File: src/rtl/dma_int_pkg.sv
// Shared definitions for the DMA interrupt status queue: register indices,
// status-entry field positions and the per-channel presentation FSM states.
package dma_int_pkg;

  localparam int ENT_W        = 44;
  localparam int ENT_BITS_LSB = 0;
  localparam int ENT_NUM_LSB  = 4;
  localparam int ENT_ADDR_LSB = 10;

  localparam logic [2:0] REG_STATUS = 3'd0;
  localparam logic [2:0] REG_MASK   = 3'd1;
  localparam logic [2:0] REG_CLEAR  = 3'd2;
  localparam logic [2:0] REG_ADDR   = 3'd3;
  localparam logic [2:0] REG_ACC    = 3'd4;
  localparam logic [2:0] REG_DROP   = 3'd5;

  typedef enum logic [1:0] {
    ST_IDLE  = 2'd0,
    ST_FETCH = 2'd1,
    ST_HOLD  = 2'd2
  } ch_state_t;

endpackage

File: src/rtl/dma_int_fifo.sv
// Single-clock FIFO with registered read data (valid the cycle after pop) and
// an occupancy count; a push into a full FIFO is taken only alongside a pop.
module dma_int_fifo #(
  parameter int W     = 44,
  parameter int DEPTH = 4
) (
  input  logic                     clock,
  input  logic                     reset,
  input  logic                     push,
  input  logic [W-1:0]             wdata,
  input  logic                     pop,
  output logic [W-1:0]             rdata,
  output logic [$clog2(DEPTH):0]   count,
  output logic                     empty,
  output logic                     full
);

  localparam int AW = $clog2(DEPTH);

  logic [W-1:0]  mem [DEPTH];
  logic [AW-1:0] wp, rp;
  logic          do_push, do_pop;

  assign empty   = (count == '0);
  assign full    = (count == (AW+1)'(DEPTH));
  assign do_pop  = pop & ~empty;
  assign do_push = push & (~full | do_pop);

  always_ff @(posedge clock) begin
    if (do_push) mem[wp] <= wdata;
  end

  always_ff @(posedge clock) begin
    if (reset) begin
      wp    <= '0;
      rp    <= '0;
      count <= '0;
      rdata <= '0;
    end else begin
      if (do_push) wp <= wp + 1'b1;
      if (do_pop) begin
        rdata <= mem[rp];
        rp    <= rp + 1'b1;
      end
      case ({do_push, do_pop})
        2'b10:   count <= count + 1'b1;
        2'b01:   count <= count - 1'b1;
        default: ;
      endcase
    end
  end

endmodule

File: src/rtl/dma_int_queue_ctrl.sv
// Multi-channel DMA interrupt status queue: per-channel FIFO, head entry shown in a status register.
// Event counters per channel are built only when INT_QUEUE_STATS_EN is defined.
module dma_int_queue_ctrl
  import dma_int_pkg::*;
#(
  parameter int NUM_CH      = 4,
  parameter int QUEUE_DEPTH = 4,
  parameter int WMARK       = 3,
  parameter int CH_W        = 3
) (
  input  logic              clock,
  input  logic              reset,
  input  logic              ctrlSel,
  input  logic              ctrlWr,
  input  logic [CH_W+2:0]   ctrlAddr,
  input  logic [31:0]       ctrlWrData,
  input  logic              ctrlWrStrbs,
  output logic [31:0]       ctrlRdData,
  input  logic              valid,
  input  logic [CH_W-1:0]   chNum,
  input  logic              opDone,
  input  logic              wrError,
  input  logic              rdError,
  input  logic              inValidDscrptr,
  input  logic [5:0]        dscrptrNum,
  input  logic [31:0]       dscrptrAddr,
  output logic [NUM_CH-1:0] fifoFullQueue,
  output logic [NUM_CH-1:0] intX,
  output logic              intAny
);

  localparam int CNT_W = $clog2(QUEUE_DEPTH) + 1;

  logic              wr_en;
  logic [CH_W-1:0]   addr_ch;
  logic [2:0]        addr_reg;
  logic [ENT_W-1:0]  ev_ent;
  logic [31:0]       ch_rd [NUM_CH];
  logic [NUM_CH-1:0] int_nxt;
  logic [26:0]       unused_wdata;

  assign wr_en               = ctrlSel & ctrlWr & ctrlWrStrbs;
  assign {addr_ch, addr_reg} = ctrlAddr;
  assign ev_ent              = {dscrptrAddr, dscrptrNum, inValidDscrptr, rdError, wrError, opDone};
  assign unused_wdata        = ctrlWrData[31:5];

  for (genvar g = 0; g < NUM_CH; g++) begin : g_ch
    logic             ch_sel, hit, pop, accept, drop, mask_we;
    logic             empty, full;
    logic [ENT_W-1:0] rd_ent;
    logic [CNT_W-1:0] cnt;
    logic [5:0]       cnt6;
    logic [4:0]       occ, clr, mask;
    ch_state_t        state;
    logic [3:0]       bits;
    logic [5:0]       num;
    logic [31:0]      addr;
    logic             ovf, int_r, ffq_r;
    logic [31:0]      rd_val;

    assign ch_sel  = (addr_ch == CH_W'(g));
    assign clr     = (wr_en && ch_sel && addr_reg == REG_CLEAR) ? ctrlWrData[4:0] : 5'd0;
    assign mask_we = wr_en && ch_sel && addr_reg == REG_MASK;
    assign hit     = valid && (chNum == CH_W'(g));
    assign pop     = (state == ST_IDLE) && !empty;
    assign accept  = hit && (!full || pop);
    assign drop    = hit && full && !pop;

    dma_int_fifo #(.W(ENT_W), .DEPTH(QUEUE_DEPTH)) u_fifo (
      .clock (clock),
      .reset (reset),
      .push  (accept),
      .wdata (ev_ent),
      .pop   (pop),
      .rdata (rd_ent),
      .count (cnt),
      .empty (empty),
      .full  (full)
    );

    assign int_nxt[g] = (|(bits & mask[3:0])) | (ovf & mask[4]);

    // A clear arriving during FETCH is dropped so the freshly loaded entry survives.
    always_ff @(posedge clock) begin
      if (reset) begin
        state <= ST_IDLE;
        bits  <= '0;
        num   <= '0;
        addr  <= '0;
        ovf   <= 1'b0;
        mask  <= '0;
        int_r <= 1'b0;
        ffq_r <= 1'b0;
      end else begin
        ovf   <= drop | (ovf & ~clr[4]);
        int_r <= int_nxt[g];
        ffq_r <= (cnt >= CNT_W'(WMARK));
        if (mask_we) mask <= ctrlWrData[4:0];
        case (state)
          ST_IDLE: begin
            if (!empty) state <= ST_FETCH;
          end
          ST_FETCH: begin
            bits  <= rd_ent[ENT_BITS_LSB +: 4];
            num   <= rd_ent[ENT_NUM_LSB +: 6];
            addr  <= rd_ent[ENT_ADDR_LSB +: 32];
            state <= ST_HOLD;
          end
          ST_HOLD: begin
            bits <= bits & ~clr[3:0];
            if ((bits & ~clr[3:0]) == 4'd0) state <= ST_IDLE;
          end
          default: state <= ST_IDLE;
        endcase
      end
    end

    assign intX[g]          = int_r;
    assign fifoFullQueue[g] = ffq_r;

    // The status occupancy field is 5 bits wide; a full 32-deep queue reads as 31.
    assign cnt6 = 6'(cnt);
    assign occ  = cnt6[5] ? 5'h1F : cnt6[4:0];

`ifdef INT_QUEUE_STATS_EN
    logic [15:0] acc_cnt, drp_cnt;
    logic        st_clr;

    assign st_clr = wr_en && ch_sel && (addr_reg == REG_ACC || addr_reg == REG_DROP) && ctrlWrData[0];

    always_ff @(posedge clock) begin
      if (reset || st_clr) begin
        acc_cnt <= '0;
        drp_cnt <= '0;
      end else begin
        if (accept && acc_cnt != 16'hFFFF) acc_cnt <= acc_cnt + 1'b1;
        if (drop && drp_cnt != 16'hFFFF) drp_cnt <= drp_cnt + 1'b1;
      end
    end
`endif

    always_comb begin
      rd_val = '0;
      case (addr_reg)
        REG_STATUS: rd_val = {16'd0, occ, ovf, num, bits};
        REG_MASK:   rd_val = {27'd0, mask};
        REG_ADDR:   rd_val = addr;
`ifdef INT_QUEUE_STATS_EN
        REG_ACC:    rd_val = {16'd0, acc_cnt};
        REG_DROP:   rd_val = {16'd0, drp_cnt};
`endif
        default:    rd_val = '0;
      endcase
    end

    assign ch_rd[g] = rd_val;
  end

  always_comb begin
    ctrlRdData = '0;
    if (ctrlSel) begin
      for (int i = 0; i < NUM_CH; i++) begin
        if (addr_ch == CH_W'(i)) ctrlRdData = ch_rd[i];
      end
    end
  end

  always_ff @(posedge clock) begin
    if (reset) intAny <= 1'b0;
    else       intAny <= |int_nxt;
  end

endmodule

File: config.mk
export PLATFORM = sky130hd
export DESIGN_NAME = dma_int_queue_ctrl
export DESIGN_NICKNAME = d
export VERILOG_FILES = /design/src/rtl/dma_int_pkg.sv /design/src/rtl/dma_int_fifo.sv /design/src/rtl/dma_int_queue_ctrl.sv
export SDC_FILE = /design/constraint.sdc
export NUM_CORES = 1
export LEC_CHECK = 0
export CAP_MARGIN = 20
export CORE_MARGIN = 2
export CORE_UTILIZATION = 50
export CTS_CLUSTER_DIAMETER = 40
export DETAILED_ROUTE_END_ITERATION = 7
export PLACE_DENSITY = 0.77
export SYNTH_ARGS = -nofsm -noshare
export SYNTH_HDL_FRONTEND = slang
export SYNTH_SLANG_ARGS = --single-unit
File: constraint.sdc
create_clock -name clock -period 4 [get_ports clock]
set_input_delay 0.4 -clock clock [delete_from_list [all_inputs] [get_ports clock]]
set_output_delay 0.4 -clock clock [all_outputs]
set_load 0.1 [all_outputs]
* Word-level counts from Yosys, hierarchy flattened
Memory sizes are Yosys's and may differ from the RTL's. A register that Yosys moved wholly into a read port is not among the register bits. Cells that the tools add are included.
Operators by class: add/subtract/negate cells 16, eq/ne operators 37, bitwise operators 54, reduce and logical (&&, ||, !) cells 80, mux-type cells 41, magnitude comparators 4
Operator list (number):
- $pmux 32 s3 | 4
- $mux 32 | 5
- $and 4x4->4 | 8
- $logic_and 1x1->1 | 32
- $pmux 4 s2 | 4
- $pmux 2 s3 | 4
- $pmux 3 s2 | 4
- $logic_not 3->1 | 7
- $mux 5 | 4
- $reduce_or 4->1 | 5
- $and 1x1->1 | 18
- $eq 3x2->1 const B | 6
- $add 2x1->2 const B | 8
- $eq 2x1->1 const B | 8
- $eq 2x2->1 const B | 8
- $logic_not 4->1 | 4
- $mux 2 | 8
- $ne 2x2->1 const B | 8
- $not 4->4 | 4
- $reduce_bool 2->1 | 8
- $add 3x1->3 const B | 4
- $eq 3x3->1 const B | 4
- $ge 3x2->1 const B | 4
- $logic_not 1->1 | 12
- 8 further kinds | 51
Word-level totals: memories 4, RAM bits 672, bits in registers 237, output and inout port bits 41, logic and storage cells 281, input bits 89
Memories:
- g_ch[0].u_fifo.mem | words 4, width 42, rd ports 1, clocked after Yosys merged registers in 1, write ports 1, line dma_int_fifo.sv:20 | logic [W-1:0] mem [DEPTH];
- g_ch[1].u_fifo.mem | words 4, width 42, rd ports 1, clocked after Yosys merged registers in 1, write ports 1, line dma_int_fifo.sv:20
- g_ch[2].u_fifo.mem | words 4, width 42, rd ports 1, clocked after Yosys merged registers in 1, write ports 1, line dma_int_fifo.sv:20
- g_ch[3].u_fifo.mem | words 4, width 42, rd ports 1, clocked after Yosys merged registers in 1, write ports 1, line dma_int_fifo.sv:20

* Depth between registers and ports, before layout
word-level depth 10, gate-level depth with buffers 11, mapped depth without buffers 11

* Modules after synthesis
From an unflattened synthesis, not the netlist that was laid out.
Unflattened totals: cell total of the unflattened synthesis 3029, area total of the unflattened synthesis 43521.7 um^2
By module, submodules not included:
- dma_int_fifo | cells each 478, instances 4, area an instance 8339.2 um^2
- dma_int_queue_ctrl | cells each 1117, instances 1, area an instance 10164.7 um^2

* Worst setup path after synthesis
No wires, ideal clock.
path type input to output, from input port ctrlAddr[4], to output port ctrlRdData[0], arrival 3605 ps, stages on the path 6, setup slack -5 ps, data required time 3600 ps, cells stage by stage buf_2 -> buf_2 -> or3b_2 -> o22ai_1 -> a211oi_1 -> nor3_1
Between the ends: longest elaborated chain between the ends 6
RTL lines:
- from (decl) | line dma_int_queue_ctrl.sv:15 | input logic [CH_W+2:0] ctrlAddr,
- $logic_not 3->1 | line dma_int_queue_ctrl.sv:163 | if (addr_ch == CH_W'(i)) ctrlRdData = ch_rd[i];
- $mux 32 (3 in a row) | line dma_int_queue_ctrl.sv:163
- $mux 32 * | line dma_int_queue_ctrl.sv:163
- $mux 32 * | line dma_int_queue_ctrl.sv:161 | if (ctrlSel) begin
- to (decl) | line dma_int_queue_ctrl.sv:18 | output logic [31:0] ctrlRdData,
Mark *: on every way between the ends. The rest lies on a longest branch, timed or not.

* Worst setup path after layout
from input port ctrlAddr[0], to output port ctrlRdData[9]
Between the ends: longest elaborated chain between the ends 7
RTL lines:
- $eq 3x2->1 (tied with other cells) | line dma_int_queue_ctrl.sv:144 | case (addr_reg)
- $pmux 32 s3 | line dma_int_queue_ctrl.sv:144
- $mux 32 (3 in a row) | line dma_int_queue_ctrl.sv:163
- $mux 32 * | line dma_int_queue_ctrl.sv:163
- $mux 32 * | line dma_int_queue_ctrl.sv:161
Marks and branches as above.

==> impl_metrics.csv <==
group,metric,value,unit
setup_path,crit_fanout,37,
setup_path,r2r_cells,6,
grt,grt_max_degree,109,
sta,rsz0062_at_grt,"false",
pwr,p_int,21.8,mW
setup_path,r2r_start,"g_ch[0].state[0]",
logic_synthesis,syn-num-nets,3026,
cells_and_area,multiInputGateArea,12400,µm²
clock_tree,cts.htree.levels,3,
placement,placed_area,44200,µm²
setup_path,rr_endpoint,"g_ch[0].u_fifo.mem[1][15]",
clock_tree,clock_latency,680,ps
cells_and_area,antenna_cells,0,
hold_path,hold_path_class,"primary input to flip-flop",
sta,setup_viol,0,
clock_tree,cts_root_buf,"clkbuf_16",
logic_synthesis,synth_edf_count,672,
cells_and_area,fillCellCount,5951,
clock_tree,clockBufferDepth,3,
run_status,status,"finished clean",
cells_and_area,nets,3115,
sta,period_needed,3620,ps
die,dieArea,85500,µm²
die,rows,105,
pwr,combPwrFrac,21.9,%
pwr,fin_total_pwr,31.5,mW
clock_tree,cts_buffers,117,
drt,drc_errors,0,
clock_tree,cts_tree,"yes",
logic_synthesis,synth_flop_cell,"edfxtp_1",
pwr,peakVddDrop,520,µV
logic_synthesis,async_reset_ff_share,0,%
logic_synthesis,syn-instance-count,2893,
sta,skew,35.5,ps
cells_and_area,seq_area,28300,µm²
logic_synthesis,synth_area_leaders,"edfxtp_1 49%, dfxtp_1 19%, mux4_2 9.1%, mux2i_1 4.8%, nand2_1 3.5%",
drt,dr.max_layer_used,"met5",
drt,post_drt_wl_per_cell,25.1,µm
placement,io_buffer_count,102,
cells_and_area,mostFrequentLayoutCells,"672 x edfxtp_1, 397 x dfxtp_1, 393 x nand2_1",
placement,globalplace.congestion,0.913,
sta,whs,213,ps
sta,drv_slew,0,
pwr,switching_share,31.0,%
hold_path,min_delay_worst_endpoint,"g_ch[3].num[5]",
sta,worst_pin_slew,1070,ps
die,start_util,50.6,%
logic_synthesis,synth_warnings,0,
cells_and_area,stdcell_area,48200,µm²
clock_tree,clkSinkCount,1077,
drt,met1_length,41.5,mm
setup_path,critPathLaunchType,"primary input",
cells_and_area,largest_reg_flops,672,
hold_path,worstHoldStart,"reset",
pwr,leakage,15.8,nW
logic_synthesis,synth_cell_types,53,
grt,grt_antenna_before_repair,4,
pwr,power.density,654,nW/µm²
setup_path,arrival,3220,ps
pwr,p_clk_share,34.0,%
placement,place.detailed.hpwl,59.9,mm
logic_synthesis,netlist_area,41600,µm²
drt,antenna_left,0,
hold_path,hold_path_depth,2,
drt,routed_wl,104,mm
drt,viasPerCell,6.01,
die,coreArea,82200,µm²
cells_and_area,syn_to_final_growth,16.0,%
grt,grt_pass1_wl,156,mm
pwr,pwr-share-seq,44.2,%
cells_and_area,drive_gt1_share,17.9,%
logic_synthesis,synth.top_cell.area_share,48.5,%
setup_path,required,3600,ps
die,die_h,292,µm
clock_tree,hold_buffers,0,
grt,grt_pass1_vias,25439,
grt,gr-total-overflow,0,
run,cap_viol_max_count,0,
clock_tree,post_cts_resized,0,
setup_path,reg2reg_slack,940,ps
die,num_io_pins,130,
drt,dr_wl_met2,50.3,mm
sta,fmax,276,MHz
drt,drtIter0Drc,2665,
logic_synthesis,avgSynthCellArea,14.4,µm²
die,die_w,292,µm
setup_path,crit_type,"primary input to output pin",
drt,vias,24966,
drt,routed-wl-met3,9.31,mm
drt,first_pass_iters,6,
cells_and_area,instances_no_fill,4155,
clock_tree,post-cts-setup-buffer-count,0,
placement,dp.cells,3931,
clock_tree,cts.reportedPaths.clkPinSlew,60,ps
logic_synthesis,synth_top_cell_by_area,"edfxtp_1",
sta,timing.setup.tns,0,ps
setup_path,critPathCaptureType,"output pin",
logic_synthesis,synth_seq_cells,1077,
pwr,p_sw,9.76,mW
logic_synthesis,ys_seq_area_share,68.0,%
grt,grt_usage,24.5,%
sta,finalHoldViolCount,0,
sta,timing.final.crit_share,90.4,%
cells_and_area,mostFrequentLayoutCell,"edfxtp_1",
sta,relSlewSlack,27.9,%
==> synthesized netlist by cell type, drive strengths merged, types with 5 or more instances <==
cell type / instances
ha: 40
clkbuf: 133
or3: 5
nand4: 17
a22o: 20
a21oi: 219
nand2: 393
mux4: 168
a311oi: 8
nor4b: 8
xor2: 12
nor2b: 6
buf: 62
nand3: 8
dfxtp: 405
a2bb2oi: 18
a221oi: 18
nor3: 9
o22ai: 14
and3: 5
a22oi: 47
xnor2: 8
edfxtp: 672
inv: 38
mux2i: 198
mux2: 20
a21bo: 16
and2: 17
nor2: 272
==> worst max-delay path: stages <==
cell	delay [ps]
clkdlybuf4s50_1	760
and3b_1	410
buf_12	180
a22oi_1	210
o22ai_1	110
a221oi_1	600
nor2_1	260
buf_12	240
==> routing by layer <==
layer / GRT usage (%) / vias to the layer above
met3: 4.46 / 203
met4: 9.18 / 4
met5: 0 / -
met2: 40.0 / 1184
met1: 32.8 / 12675
li1: - / 10900
==> power by group through the flow <==
stage	combinational [mW]	clock [mW]	sequential [mW]
after global routing	7.33	11.3	14.1
after CTS	6.61	10.8	14.1
after detailed placement	6.53	0	14.3
final	6.90	10.7	13.9
after global placement	6.26	0	14.2
after floorplan	5.17	0	13.3
==> per-stage QoR <==
step | setup WS, ps | utilization [%]
after detailed placement | 584 | 53.8
after global placement | 539 | 53.8
after global routing | 356 | 58.6
after CTS | 528 | 58.6
final | 382 | 58.6
after floorplan | 751 | -
==> worst max path at each step <==
stage / start / endpoint / slack, ps / cells after the start
after CTS: ctrlAddr[0] / ctrlRdData[9] / 530 / 8
after detailed placement: ctrlAddr[0] / ctrlRdData[9] / 580 / 8
final: ctrlAddr[0] / ctrlRdData[9] / 380 / 8
after global routing: ctrlAddr[0] / ctrlRdData[12] / 360 / 8
after global placement: ctrlAddr[5] / ctrlRdData[9] / 540 / 7
after floorplan: ctrlAddr[5] / ctrlRdData[21] / 750 / 7
==> logic make-up after synthesis <==
kind of cell / share of synthesized area (%)
DFF: 68.0
and+or+nand+nor: 7.46
muxes: 14.4
AOI/OAI and AO/OA: 5.95
buffers and inverters: 2.34
adders and majority gates: 1.40
xor gates and xnor gates: 0.421
==> layout make-up <==
class,count,area share (%)
flip-flops and latches,1077,58.7
multi-input cells,1583,25.8
clock buffers,152,6.70
repair buffers,165,4.29
well taps,1070,2.78
clock inverters,70,1.46
inverters,38,0.296
Note: power is estimated with default switching activity, not from simulation.
